`config.mk`:
```
export PLATFORM = sky130hd
export DESIGN_NAME = alu_issue_arb
export DESIGN_NICKNAME = d
export VERILOG_FILES = /design/src/rtl/alu_pkg.sv /design/src/rtl/rr_arbiter.sv /design/src/rtl/alu_issue_arb.sv
export SDC_FILE = /design/constraint.sdc
export NUM_CORES = 1
export LEC_CHECK = 0
export CAP_MARGIN = 20
export CORE_UTILIZATION = 43
export CTS_CLUSTER_SIZE = 40
export DETAILED_ROUTE_END_ITERATION = 7
export HOLD_SLACK_MARGIN = 0.03
export PLACE_DENSITY = 0.95
export SYNTH_ARGS = -nofsm -noshare
export SYNTH_HDL_FRONTEND = slang
export SYNTH_SLANG_ARGS = --single-unit
```
`constraint.sdc`:
```
create_clock -name clk -period 7.1 [get_ports clk]
set_clock_uncertainty 0.05 [all_clocks]
set_input_delay 1.42 -clock clk [delete_from_list [all_inputs] [get_ports clk]]
set_output_delay 1.42 -clock clk [all_outputs]
set_load 0.01 [all_outputs]
```
`src/rtl/alu_pkg.sv`:
```
// Shared defaults, FSM encoding and ALU opcode constants for the ALU issue arbiter.
package alu_pkg;

  localparam int unsigned DefNreq = 4;
  localparam int unsigned DefW    = 8;
  localparam int unsigned DefOpw  = 3;
  localparam int unsigned DefLat  = 3;

  localparam logic [1:0] StRun   = 2'd0;
  localparam logic [1:0] StDrain = 2'd1;
  localparam logic [1:0] StHalt  = 2'd2;

  localparam logic [DefOpw-1:0] OpAdd  = 3'd0;
  localparam logic [DefOpw-1:0] OpSub  = 3'd1;
  localparam logic [DefOpw-1:0] OpAnd  = 3'd2;
  localparam logic [DefOpw-1:0] OpOr   = 3'd3;
  localparam logic [DefOpw-1:0] OpXor  = 3'd4;
  localparam logic [DefOpw-1:0] OpShl  = 3'd5;
  localparam logic [DefOpw-1:0] OpShr  = 3'd6;
  localparam logic [DefOpw-1:0] OpPass = 3'd7;

  // Requester-id width; a single requester still needs a 1-bit id.
  function automatic int unsigned id_width(input int unsigned n);
    return (n > 1) ? $clog2(n) : 1;
  endfunction

endpackage

```
`src/rtl/rr_arbiter.sv`:
```
// Round-robin arbiter: grants the lowest requesting index strictly above ptr_i, wrapping.
module rr_arbiter
  import alu_pkg::*;
#(
  parameter int unsigned NREQ = DefNreq,
  localparam int unsigned IdW = id_width(NREQ)
) (
  input  logic [NREQ-1:0] req_i,
  input  logic [IdW-1:0]  ptr_i,
  output logic [NREQ-1:0] grant_o
);

  logic [IdW-1:0] idx;
  logic           found;

  always_comb begin
    grant_o = '0;
    found   = 1'b0;
    idx     = '0;
    // Offset NREQ wraps back to ptr_i itself, so a lone requester can be re-granted.
    for (int unsigned off = 1; off <= NREQ; off++) begin
      idx = IdW'((32'(ptr_i) + off) % NREQ);
      if (!found && req_i[idx]) begin
        grant_o[idx] = 1'b1;
        found        = 1'b1;
      end
    end
  end

endmodule

```
`src/rtl/alu_issue_arb.sv`:
```
// Arbitrates NREQ requesters onto one fixed-latency ALU and returns tagged results,
// with a RUN/DRAIN/HALT controller for emptying the pipeline.
module alu_issue_arb
  import alu_pkg::*;
#(
  parameter int unsigned NREQ = DefNreq,
  parameter int unsigned W    = DefW,
  parameter int unsigned OPW  = DefOpw,
  parameter int unsigned LAT  = DefLat,
  localparam int unsigned IdW = id_width(NREQ)
) (
  input  logic              clk,
  input  logic              reset,
  input  logic [NREQ-1:0]   req_valid,
  output logic [NREQ-1:0]   req_ready,
  input  logic [NREQ*OPW-1:0] req_op,
  input  logic [NREQ*W-1:0] req_a,
  input  logic [NREQ*W-1:0] req_b,
  output logic              alu_valid,
  output logic [OPW-1:0]    alu_op,
  output logic [W-1:0]      alu_a,
  output logic [W-1:0]      alu_b,
  input  logic [W-1:0]      alu_result,
  output logic              rsp_valid,
  output logic [IdW-1:0]    rsp_id,
  output logic [W-1:0]      rsp_data,
  input  logic              drain_req,
  output logic              idle
);

  localparam int unsigned CntW = $clog2(LAT + 2);

  logic [1:0]      state_q, state_d;
  logic [IdW-1:0]  ptr_q, ptr_d;
  logic [CntW-1:0] cnt_q, cnt_d;

  logic [NREQ-1:0] grant;
  logic            accept;
  logic [IdW-1:0]  grant_id;
  logic [OPW-1:0]  sel_op;
  logic [W-1:0]    sel_a, sel_b;

  logic            alu_valid_q;
  logic [OPW-1:0]  alu_op_q;
  logic [W-1:0]    alu_a_q, alu_b_q;
  logic [IdW-1:0]  alu_id_q;

  logic [LAT-1:0]  tag_vld_q;
  logic [IdW-1:0]  tag_id_q [LAT];
  logic            rsp_set;

  logic            rsp_valid_q;
  logic [IdW-1:0]  rsp_id_q;
  logic [W-1:0]    rsp_data_q;

  rr_arbiter #(
    .NREQ (NREQ)
  ) u_arb (
    .req_i   (req_valid),
    .ptr_i   (ptr_q),
    .grant_o (grant)
  );

  assign req_ready = (state_q == StRun) ? grant : '0;
  assign accept    = |(req_valid & req_ready);

  always_comb begin
    grant_id = '0;
    sel_op   = '0;
    sel_a    = '0;
    sel_b    = '0;
    for (int unsigned i = 0; i < NREQ; i++) begin
      if (grant[i]) begin
        grant_id = IdW'(i);
        sel_op   = req_op[i*OPW +: OPW];
        sel_a    = req_a[i*W +: W];
        sel_b    = req_b[i*W +: W];
      end
    end
  end

  assign ptr_d = accept ? grant_id : ptr_q;

  // A tag leaving the last stage lines up with the ALU result for that op.
  assign rsp_set = tag_vld_q[LAT-1];

  always_comb begin
    unique case ({accept, rsp_set})
      2'b10:   cnt_d = cnt_q + CntW'(1);
      2'b01:   cnt_d = cnt_q - CntW'(1);
      default: cnt_d = cnt_q;
    endcase
  end

  always_comb begin
    state_d = state_q;
    case (state_q)
      StRun: begin
        if (drain_req) state_d = StDrain;
      end
      StDrain: begin
        if (!drain_req)          state_d = StRun;
        else if (cnt_q == '0)    state_d = StHalt;
      end
      StHalt: begin
        if (!drain_req) state_d = StRun;
      end
      default: state_d = StRun;
    endcase
  end

  always_ff @(posedge clk or negedge reset) begin
    if (!reset) begin
      state_q <= StRun;
      ptr_q   <= IdW'(NREQ - 1);
      cnt_q   <= '0;
    end else begin
      state_q <= state_d;
      ptr_q   <= ptr_d;
      cnt_q   <= cnt_d;
    end
  end

  always_ff @(posedge clk or negedge reset) begin
    if (!reset) begin
      alu_valid_q <= 1'b0;
      alu_op_q    <= '0;
      alu_a_q     <= '0;
      alu_b_q     <= '0;
      alu_id_q    <= '0;
    end else begin
      alu_valid_q <= accept;
      if (accept) begin
        alu_op_q <= sel_op;
        alu_a_q  <= sel_a;
        alu_b_q  <= sel_b;
        alu_id_q <= grant_id;
      end
    end
  end

  always_ff @(posedge clk or negedge reset) begin
    if (!reset) begin
      tag_vld_q <= '0;
      for (int unsigned k = 0; k < LAT; k++) tag_id_q[k] <= '0;
    end else begin
      tag_vld_q[0] <= alu_valid_q;
      tag_id_q[0]  <= alu_id_q;
      for (int unsigned k = 1; k < LAT; k++) begin
        tag_vld_q[k] <= tag_vld_q[k-1];
        tag_id_q[k]  <= tag_id_q[k-1];
      end
    end
  end

  always_ff @(posedge clk or negedge reset) begin
    if (!reset) begin
      rsp_valid_q <= 1'b0;
      rsp_id_q    <= '0;
      rsp_data_q  <= '0;
    end else begin
      rsp_valid_q <= rsp_set;
      if (rsp_set) begin
        rsp_id_q   <= tag_id_q[LAT-1];
        rsp_data_q <= alu_result;
      end
    end
  end

  assign alu_valid = alu_valid_q;
  assign alu_op    = alu_op_q;
  assign alu_a     = alu_a_q;
  assign alu_b     = alu_b_q;
  assign rsp_valid = rsp_valid_q;
  assign rsp_id    = rsp_id_q;
  assign rsp_data  = rsp_data_q;
  assign idle      = (state_q == StHalt) && (cnt_q == '0);

  a_ready_onehot: assert property (@(posedge clk) disable iff (!reset) $onehot0(req_ready));
  a_cnt_range:    assert property (@(posedge clk) disable iff (!reset)
                                   cnt_q <= CntW'(LAT + 1));

endmodule

```
==> results.json <==
{
  "cp.arrival_ns": 4.32,
  "worst_slew_margin_rel_pct": 42.1,
  "power_density_nw_per_um2": 459,
  "synthesized_area_fraction_occupied_by_ao_oa_aoi_and_oai_cells_pct": 19.4,
  "drc": 0,
  "internal_power_mw": 1.05,
  "synthesis.area_um2": 2540,
  "drtPass1Iterations": 8,
  "grt_util_all_layers_pct": 24.1,
  "synth_fp_nets": 335,
  "p_leak_nw": 1.56,
  "synth_sequential_area_ratio_pct": 48.4,
  "max_cap_violations": 0,
  "root_buffer": "sky130_fd_sc_hd__clkbuf_8",
  "switching_share_pct": 42.1,
  "synth-edff-count": 0,
  "setup_viol": 0,
  "syn-instance-count": 234,
  "max_freq_mhz": 173,
  "initial_cell_density_of_the_core_pct": 45.2,
  "slew_viol_final": 0,
  "yosys_register_bits": 49,
  "post_synth_mux_area_share_pct": 7.50,
  "gr-total-overflow": 0,
  "floorplan.core_area_um2": 5610,
  "route.final.wire_length_mm": 7.17,
  "dominant_combinational_cell_family_by_area_after_synthesis": "compound AO/OA/AOI/OAI gates",
  "std_cell_rows": 27,
  "critical_path.startpoint": "req_valid[1]",
  "detailroute.via_count": 2414,
  "htreeDepth": 2,
  "wire_per_inst_um": 16.7,
  "r2r_slack_ns": 3.07,
  "pwr-share-seq_pct": 28.5,
  "slew_at_the_pin_with_the_worst_max_slew_slack_ns": 0.868,
  "hp-class": "register to register",
  "die_x_um": 78.8,
  "post_synth_xor_area_fraction_pct": 1.04,
  "gp_congestion": 1.04,
  "crit_fanout": 21,
  "antenna_violating_nets_post_route": 0,
  "postSynth.asyncResetShare_pct": 100,
  "clock_tree.buffer_depth": 2,
  "die_area_um2": 6210,
  "min_period_over_period_pct": 81.5,
  "post_synth.cell_area_avg_um2": 10.8,
  "synth_cell_types": 42,
  "regToRegStartpoint": "ptr_q[0]$_DFFE_PN1P_",
  "synth_fa_ha_area_share_pct": 5.23,
  "tritoncts.num_buffers": 5,
  "grt_pass1_vias": 2408,
  "endpoint_kind": "primary output",
  "layout-drive-gt1-share_pct": 9.52,
  "status": "complete, no violations",
  "pin_count": 127,
  "detail_route.iter0.violations": 220,
  "synth-simple-area-share_pct": 14.4,
  "drt-vias-per-instance": 5.63,
  "ys_warn_count": 0,
  "grt_start_max_net_pins": 50,
  "post_cts_repair_setup_buffers": 0,
  "instances_no_fill": 429,
  "comb_power_share_pct": 62.1,
  "power.switching_uw": 764,
  "cts.reportedPaths.clkPinSlew_ns": 0.09,
  "cts_hold_buffers": 0,
  "synth-main-ff-cell": "sky130_fd_sc_hd__dfrtp_1",
  "cts_sink_count": 49,
  "setup_repair_after_global_routing_missed_its_margin": "false",
  "quantity_of_i_o_buffers_inserted_on_ports": 126,
  "hp-start": "tag_vld_q[1]$_DFF_PN0_",
  "ir_worst_vdd_v": 0.000212,
  "cts-resized-gates": 0,
  "area.growth.synth_to_final_pct": 55.6,
  "grt_pass1_wl_mm": 11.6,
  "finalHoldViolations": 0,
  "final_net_count": 457,
  "grt_antenna_before_repair": 0,
  "fin_setup_tns_ns": 0,
  "antenna-diode-count": 0,
  "cp-start-kind": "input pin",
  "clk_latency_ns": 0.29,
  "pwr-share-clk_pct": 9.4,
  "required_time_at_the_worst_slack_endpoint_ns": 5.63,
  "cts_tree": "done",
  "worstSetupPathType": "input pin to primary output",
  "floorplan.die.height_um": 78.8,
  "hold_slack_ns": 0.299,
  "final_core_density_pct": 70.4,
  "dp_hpwl_mm": 5.37,
  "post-route-min-period_ns": 5.79,
  "post-place-cells": 420
}
registers in the layout, summed over array words and instances (netlist names):
name and count:
alu_a 8, alu_b 8, alu_id_q 2, alu_op 3, alu_valid 1, cnt_q 3, ptr_q 2, rsp_data 8
rsp_id 2, rsp_valid 1, state_q 2, tag_id_q 6, tag_vld_q 3
area by class of cell:
class,count,area [µm²]
timing repair buffer,128,1280
sequential,49,1230
multi-input combinational,164,1220
clock inverter,2,13.8
tap,72,90.1
inverter,8,30.0
fill,420,1660
clock buffer,6,82.6
synth_stat cells, types with 3 or more instances:
cell type,count,area share [%]
sky130_fd_sc_hd__nor2_1,25,3.7
sky130_fd_sc_hd__nand2_1,24,3.6
sky130_fd_sc_hd__inv_1,8,1.2
sky130_fd_sc_hd__ha_1,9,4.4
sky130_fd_sc_hd__nor2b_1,3,0.74
sky130_fd_sc_hd__mux2_2,10,4.4
sky130_fd_sc_hd__o21ai_0,3,0.59
sky130_fd_sc_hd__a222oi_1,20,7.9
sky130_fd_sc_hd__nand3b_1,6,1.8
sky130_fd_sc_hd__clkbuf_1,6,0.89
sky130_fd_sc_hd__mux4_2,3,2.7
sky130_fd_sc_hd__dfrtp_1,47,46
sky130_fd_sc_hd__a31oi_1,20,4.9
sky130_fd_sc_hd__buf_2,3,0.59
sky130_fd_sc_hd__a21oi_1,10,2.0
power by group through the flow:
stage | clock network (mW) | registers, mW | logic (mW)
2_1_floorplan | 0 | 0.540 | 0.674
3_3_place_gp | 0 | 0.514 | 1.07
3_5_place_dp | 0 | 0.525 | 1.11
4_1_cts | 0.175 | 0.519 | 1.12
5_1_grt | 0.186 | 0.538 | 1.24
6_report | 0.171 | 0.516 | 1.13
metrics by stage:
step	instance area, µm²	power (mW)	worst slack, ns
4_1_cts	3930	1.81	1.37
2_1_floorplan	2540	1.21	2.51
5_1_grt	3950	1.96	1.12
6_report	3950	1.81	1.31
3_3_place_gp	3830	1.58	1.48
3_5_place_dp	3830	1.64	1.38
cell families after synthesis:
family          after synthesis
mux                          14
compound gates               64
buf+inv                      21
xor+xnor                      3
fa+ha+maj                    10
simple gates                 73
flops                        49
placed cells by master (no fill, tap or decap), drive strengths merged, types with 3 or more instances in the layout:
cell / Yosys / final
a21oi: 10 / 10
clkbuf: 6 / 6
clkdlybuf4s50: 0 / 125
mux2: 10 / 10
buf: 7 / 3
a222oi: 20 / 20
nor2b: 3 / 3
a221oi: 3 / 3
nor2: 26 / 26
dfrtp: 47 / 47
a31oi: 21 / 21
ha: 9 / 9
o21ai: 3 / 3
nand3b: 6 / 6
mux4: 3 / 3
nand2: 24 / 24
inv: 8 / 8
worst max-delay path: stages:
cell and delay (ns):
sky130_fd_sc_hd__clkdlybuf4s50_1 0.55, sky130_fd_sc_hd__mux4_2 0.60, sky130_fd_sc_hd__nand3b_1 0.19, sky130_fd_sc_hd__a21oi_1 0.27
sky130_fd_sc_hd__or2_2 0.46, sky130_fd_sc_hd__nor2b_1 0.24, sky130_fd_sc_hd__clkdlybuf4s50_1 0.57
per-layer routing:
metal / vias to the layer above / wire length (µm) / part of all wire (%) / GRT usage, %
li1: 1126 / - / - / -
met1: 1136 / 2710 / 38 / 28.2
met2: 135 / 3780 / 53 / 44.3
met3: 17 / 532 / 7.4 / 5.75
met4: 0 / 140 / 2.0 / 5.82
met5: - / 0 / 0 / 0
final timing paths:
check,to,depth (start not counted)
worst min register to register,tag_vld_q[2]$_DFF_PN0_,0
worst max register to register,cnt_q[2]$_DFFE_PN0P_,15
worst max-delay path,req_ready[3],7
min in group asynchronous,cnt_q[1]$_DFFE_PN0P_,1
max in group asynchronous,ptr_q[0]$_DFFE_PN1P_,2
worst min-delay path,tag_vld_q[2]$_DFF_PN0_,0
Note: power is estimated with default switching activity, not from simulation.
==> RTL edit 1, RTL diff (config.mk and constraints unchanged) <==
Change the package constant `DefNreq` from 4 to 5.
--- a/src/rtl/alu_pkg.sv
+++ b/src/rtl/alu_pkg.sv
@@ -1,7 +1,7 @@
 // Shared defaults, FSM encoding and ALU opcode constants for the ALU issue arbiter.
 package alu_pkg;
 
-  localparam int unsigned DefNreq = 4;
+  localparam int unsigned DefNreq = 5;
   localparam int unsigned DefW    = 8;
   localparam int unsigned DefOpw  = 3;
   localparam int unsigned DefLat  = 3;
Interface: changed (6 resized); port bits go from 127 to 149. The function was not compared with the original's and may differ.
==> RTL edit 1 against the original RTL <==
  * Highest routed layer unchanged
  * Area after synthesis is 85% higher
  * Routed wire length grew 120%
  * Critical path type is now register to output pin
  * Worst setup slack lost 1.1 ns
  * Design area grew 63%
  * Sequential cell count rose by 4
  * Via count rose by 110%
  * Worst hold slack improved by 0.0089 ns
Power is not shown: default switching activity piles up to over one toggle a cycle in this logic, so the estimate is an artifact.
==> RTL edit 1: results <==
metrics = {
    "synthesis": {
        "synth.area.top_cells": "dfrtp_1 (28%), ha_1 (7.5%), a21oi_1 (5.6%), a221o_1 (4.1%), nor2_1 (3.7%)",
        "syn_nets": 662,
        "synth.avg_cell_area_um2": 9.00,
        "synthTopCellsByCount": "a21oi_1 (52), dfrtp_1 (52), nor2_1 (46), ha_1 (28), clkbuf_1 (24)",
        "synth_cell_type_count": 85,
    },
    "global_route": {
        "grtUsageMet1": 0.312,
        "grt_max_degree": 53,
        "use_met2": 0.480,
        "grtUsageTotal": 0.269,
        "gr-usage-met3": 0.0392,
        "grt_antenna_before_repair": 0,
        "grt_pass1_wl_um": 24000,
    },
    "place": {
        "io_buffers": 148,
        "pre_cts_ws_ns": 0.192,
        "gp_congestion": 0.967,
    },
    "drt": {
        "met2_length_um": 7820,
        "wirelength_um": 15500,
        "dr_wl_met3_um": 1210,
        "vias": 5004,
        "firstDrtPassIters": 5,
        "wl_met1_um": 5670,
        "drt_iter0_drc": 491,
    },
    "critical_path": {
        "rrSetupSlack_ns": 1.01,
        "crit_family": "simple AND/OR/NAND/NOR gates",
        "crit_path_top_delay_cell": "dfstp_4",
        "max_stage_delay_ns": 0.75,
        "reg2reg_from": "ptr_q[2]",
        "arrival_ns": 5.45,
        "critPathMaxFanout": 20,
        "reg2reg_depth": 24,
    },
    "timing": {
        "worstMarginPinSlew_ns": 0.796,
        "holdWs_ns": 0.308,
    },
    "outcome": {
        "status": "complete, no violations",
    },
    "worst_hold_path": {
        "whs_endpoint": "tag_id_q[5]",
        "hp-start": "tag_id_q[8]",
    },
    "final_layout": {
        "drive_above_1_share": 0.123,
        "layout.nets": 796,
    },
    "clock_tree": {
        "clk_pin_slew_ns": 0.11,
        "clk_latency_ns": 0.32,
    },
}
==> RTL edit 1: worst max-delay path by stage <==
stage / from / to / slack, ns / cells after the start
floorplan: ptr_q[0] / req_ready[0] / 0.44 / 22
global placement: ptr_q[2] / req_ready[2] / 0.35 / 16
detailed placement: ptr_q[2] / req_ready[2] / 0.19 / 16
CTS: ptr_q[2] / req_ready[2] / 0.005 / 16
global route: ptr_q[0] / req_ready[3] / -0.02 / 18
finish: ptr_q[2] / req_ready[3] / 0.18 / 18
==> RTL edit 1: cells by family after synthesis <==
family,share of synthesized area
buffers and inverters,0.0571
adder cells (fa/ha/maj),0.0833
XOR/XNOR,0.0203
flip-flops,0.283
multiplexers,0.0667
AND/OR/NAND/NOR,0.173
AO/OA/AOI/OAI,0.316
==> RTL edit 1: cell type report <==
type	count	area (µm²)
Fill cell	846	4040
Multi-Input combinational cell	407	3140
Timing Repair Buffer	163	1590
Sequential cell	53	1330
Tap cell	136	170
Inverter	25	97.6
Clock buffer	5	68.8
Clock inverter	3	26.3
==> RTL edit 2, RTL diff (same flow settings) <==
Made on the original files. Make the reset (`reset`) synchronous in 4 clocked blocks.
--- a/src/rtl/alu_issue_arb.sv
+++ b/src/rtl/alu_issue_arb.sv
@@ -109,7 +109,7 @@
     endcase
   end
 
-  always_ff @(posedge clk or negedge reset) begin
+  always_ff @(posedge clk) begin
     if (!reset) begin
       state_q <= StRun;
       ptr_q   <= IdW'(NREQ - 1);
@@ -121,7 +121,7 @@
     end
   end
 
-  always_ff @(posedge clk or negedge reset) begin
+  always_ff @(posedge clk) begin
     if (!reset) begin
       alu_valid_q <= 1'b0;
       alu_op_q    <= '0;
@@ -139,7 +139,7 @@
     end
   end
 
-  always_ff @(posedge clk or negedge reset) begin
+  always_ff @(posedge clk) begin
     if (!reset) begin
       tag_vld_q <= '0;
       for (int unsigned k = 0; k < LAT; k++) tag_id_q[k] <= '0;
@@ -153,7 +153,7 @@
     end
   end
 
-  always_ff @(posedge clk or negedge reset) begin
+  always_ff @(posedge clk) begin
     if (!reset) begin
       rsp_valid_q <= 1'b0;
       rsp_id_q    <= '0;
Formal check against the unedited RTL: differs if reset is asserted again (counterexample within 4 cycles, from zero or initial values and one cycle with reset low); with reset held inactive, the same outputs for 4 cycles.
==> RTL edit 2 against the original RTL <==
  * Sequential cell count unchanged
  * Routed wire length is 11% higher
  * Total power fell by 1.5%
  * Worst setup slack got worse by 0.24 ns
  * Final cell count rose by 13%
  * Design area up 4.4%
  * Area after synthesis grew 11%
  * Critical endpoint unchanged
==> RTL edit 2: results <==
metrics = {
    "worst_hold_path": {
        "min_path_type": "register to register",
    },
    "final_layout": {
        "fillCellCount": 517,
        "drive_above_1_share": 0.0885,
        "layout.nets": 507,
    },
    "drt": {
        "drt_iter0_drc": 151,
        "wl_per_cell_um": 16.4,
        "firstDrtPassIters": 5,
        "wirelength_um": 7960,
        "viasPerCell": 5.64,
    },
    "critical_path": {
        "rrSetupSlack_ns": 1.93,
        "startpoint": "req_valid[2]",
        "reg2reg_depth": 14,
        "reg2reg_from": "ptr_q[0]",
        "critPathMaxFanout": 20,
        "arrival_ns": 4.56,
    },
    "power_and_ir_drop": {
        "p_leak_uw": 0.00161,
        "ir_drop_mv": 0.275,
    },
    "global_route": {
        "grt_pass1_vias": 2708,
        "grtUsageTotal": 0.226,
        "grt_max_degree": 69,
        "grt_antenna_before_repair": 0,
        "gr-usage-met3": 0.0507,
        "grtUsageMet1": 0.271,
        "use_met2": 0.407,
        "grt_pass1_wl_um": 12900,
    },
    "synthesis": {
        "synth-seq-area-share": 0.348,
        "synth-main-ff-cell": "dfxtp_1",
        "synth.area.top_cells": "dfxtp_1 (35%), o211ai_2 (6.6%), a221oi_1 (5.9%), a21o_1 (5.3%), nand2_1 (4.4%)",
        "synth.avg_cell_area_um2": 9.54,
        "syn_nets": 397,
        "synth_cell_type_count": 47,
        "async_flop_share": 0,
        "synthTopCellsByCount": "dfxtp_1 (49), nand2_1 (33), a21o_1 (20), a221oi_1 (19), o22ai_1 (19)",
    },
    "timing": {
        "worstMarginPinSlew_ns": 1.12,
    },
    "place": {
        "hpwl_um": 5750,
        "gp_congestion": 0.931,
        "placedCellCount": 475,
    },
    "clock_tree": {
        "cts_resized": 0,
    },
    "outcome": {
        "status": "complete, no violations",
    },
}
[RTL edit 2: how the worst min path moves through the flow]
stage	to	slack, ns	cells past startpoint	start
CTS	tag_id_q[1][0]	0.38	1	tag_id_q[0][0]
finish	tag_id_q[1][0]	0.38	1	tag_id_q[0][0]
global placement	tag_vld_q[1]	0.37	1	tag_vld_q[0]
floorplan	tag_id_q[1][0]	0.36	1	tag_id_q[0][0]
detailed placement	tag_id_q[1][0]	0.37	1	tag_id_q[0][0]
global route	tag_id_q[2][1]	0.40	1	tag_id_q[1][1]
[RTL edit 2: through the flow]
stage	setup slack [ns]	util	power, µW	hold slack, ns	area [µm²]
3_5_place_dp	1.11	0.632	1630	0.367	4020
6_report	1.07	0.649	1790	0.384	4120
4_1_cts	1.11	0.646	1790	0.384	4100
3_3_place_gp	1.19	0.632	1570	0.367	4020
5_1_grt	0.905	0.649	1910	0.401	4120
2_1_floorplan	2.55	-	1360	0.362	2820
[RTL edit 2: area by class of cell]
| class | count | area, µm² | share of cell area |
|---|---|---|---|
| Inverter | 7 | 26.3 | 0.00637 |
| Timing Repair Buffer | 128 | 1280 | 0.311 |
| Clock buffer | 6 | 72.6 | 0.0176 |
| Multi-Input combinational cell | 215 | 1650 | 0.400 |
| Clock inverter | 2 | 15.0 | 0.00364 |
| Sequential cell | 49 | 981 | 0.238 |
| Tap cell | 77 | 96.3 | 0.0234 |
[RTL edit 2: cell families after synthesis]
kind of cell / count (synthesis) / synth area share
AOI/OAI and AO/OA: 97 / 0.279
and+or+nand+nor: 90 / 0.177
adders and majority gates: 10 / 0.0470
xor gates and xnor gates: 2 / 0.00621
buffers and inverters: 32 / 0.0691
muxes: 16 / 0.0745
DFF: 49 / 0.348
[RTL edit 2: power breakdown]
part | switching (µW) | total (µW) | internal, µW
combinational | 670 | 1220 | 550
sequential | 56.1 | 403 | 347
clock | 92.5 | 162 | 69.6
total | 819 | 1790 | 967
[RTL edit 2: critical path, cell delays in order]
cell             delay, ns
clkdlybuf4s50_1       0.52
mux4_2                0.65
nor4b_4               0.36
nand2_1               0.14
and3_1                0.54
nor3_1                0.34
clkdlybuf4s50_1       0.58
[RTL edit 2: layer usage]
metal / routed length, µm / vias to the layer above / share of wire
met5: 0 / - / 0
met4: 154 / 0 / 0.019
met3: 476 / 12 / 0.060
met2: 4050 / 126 / 0.51
met1: 3280 / 1278 / 0.41
li1: - / 1316 / -
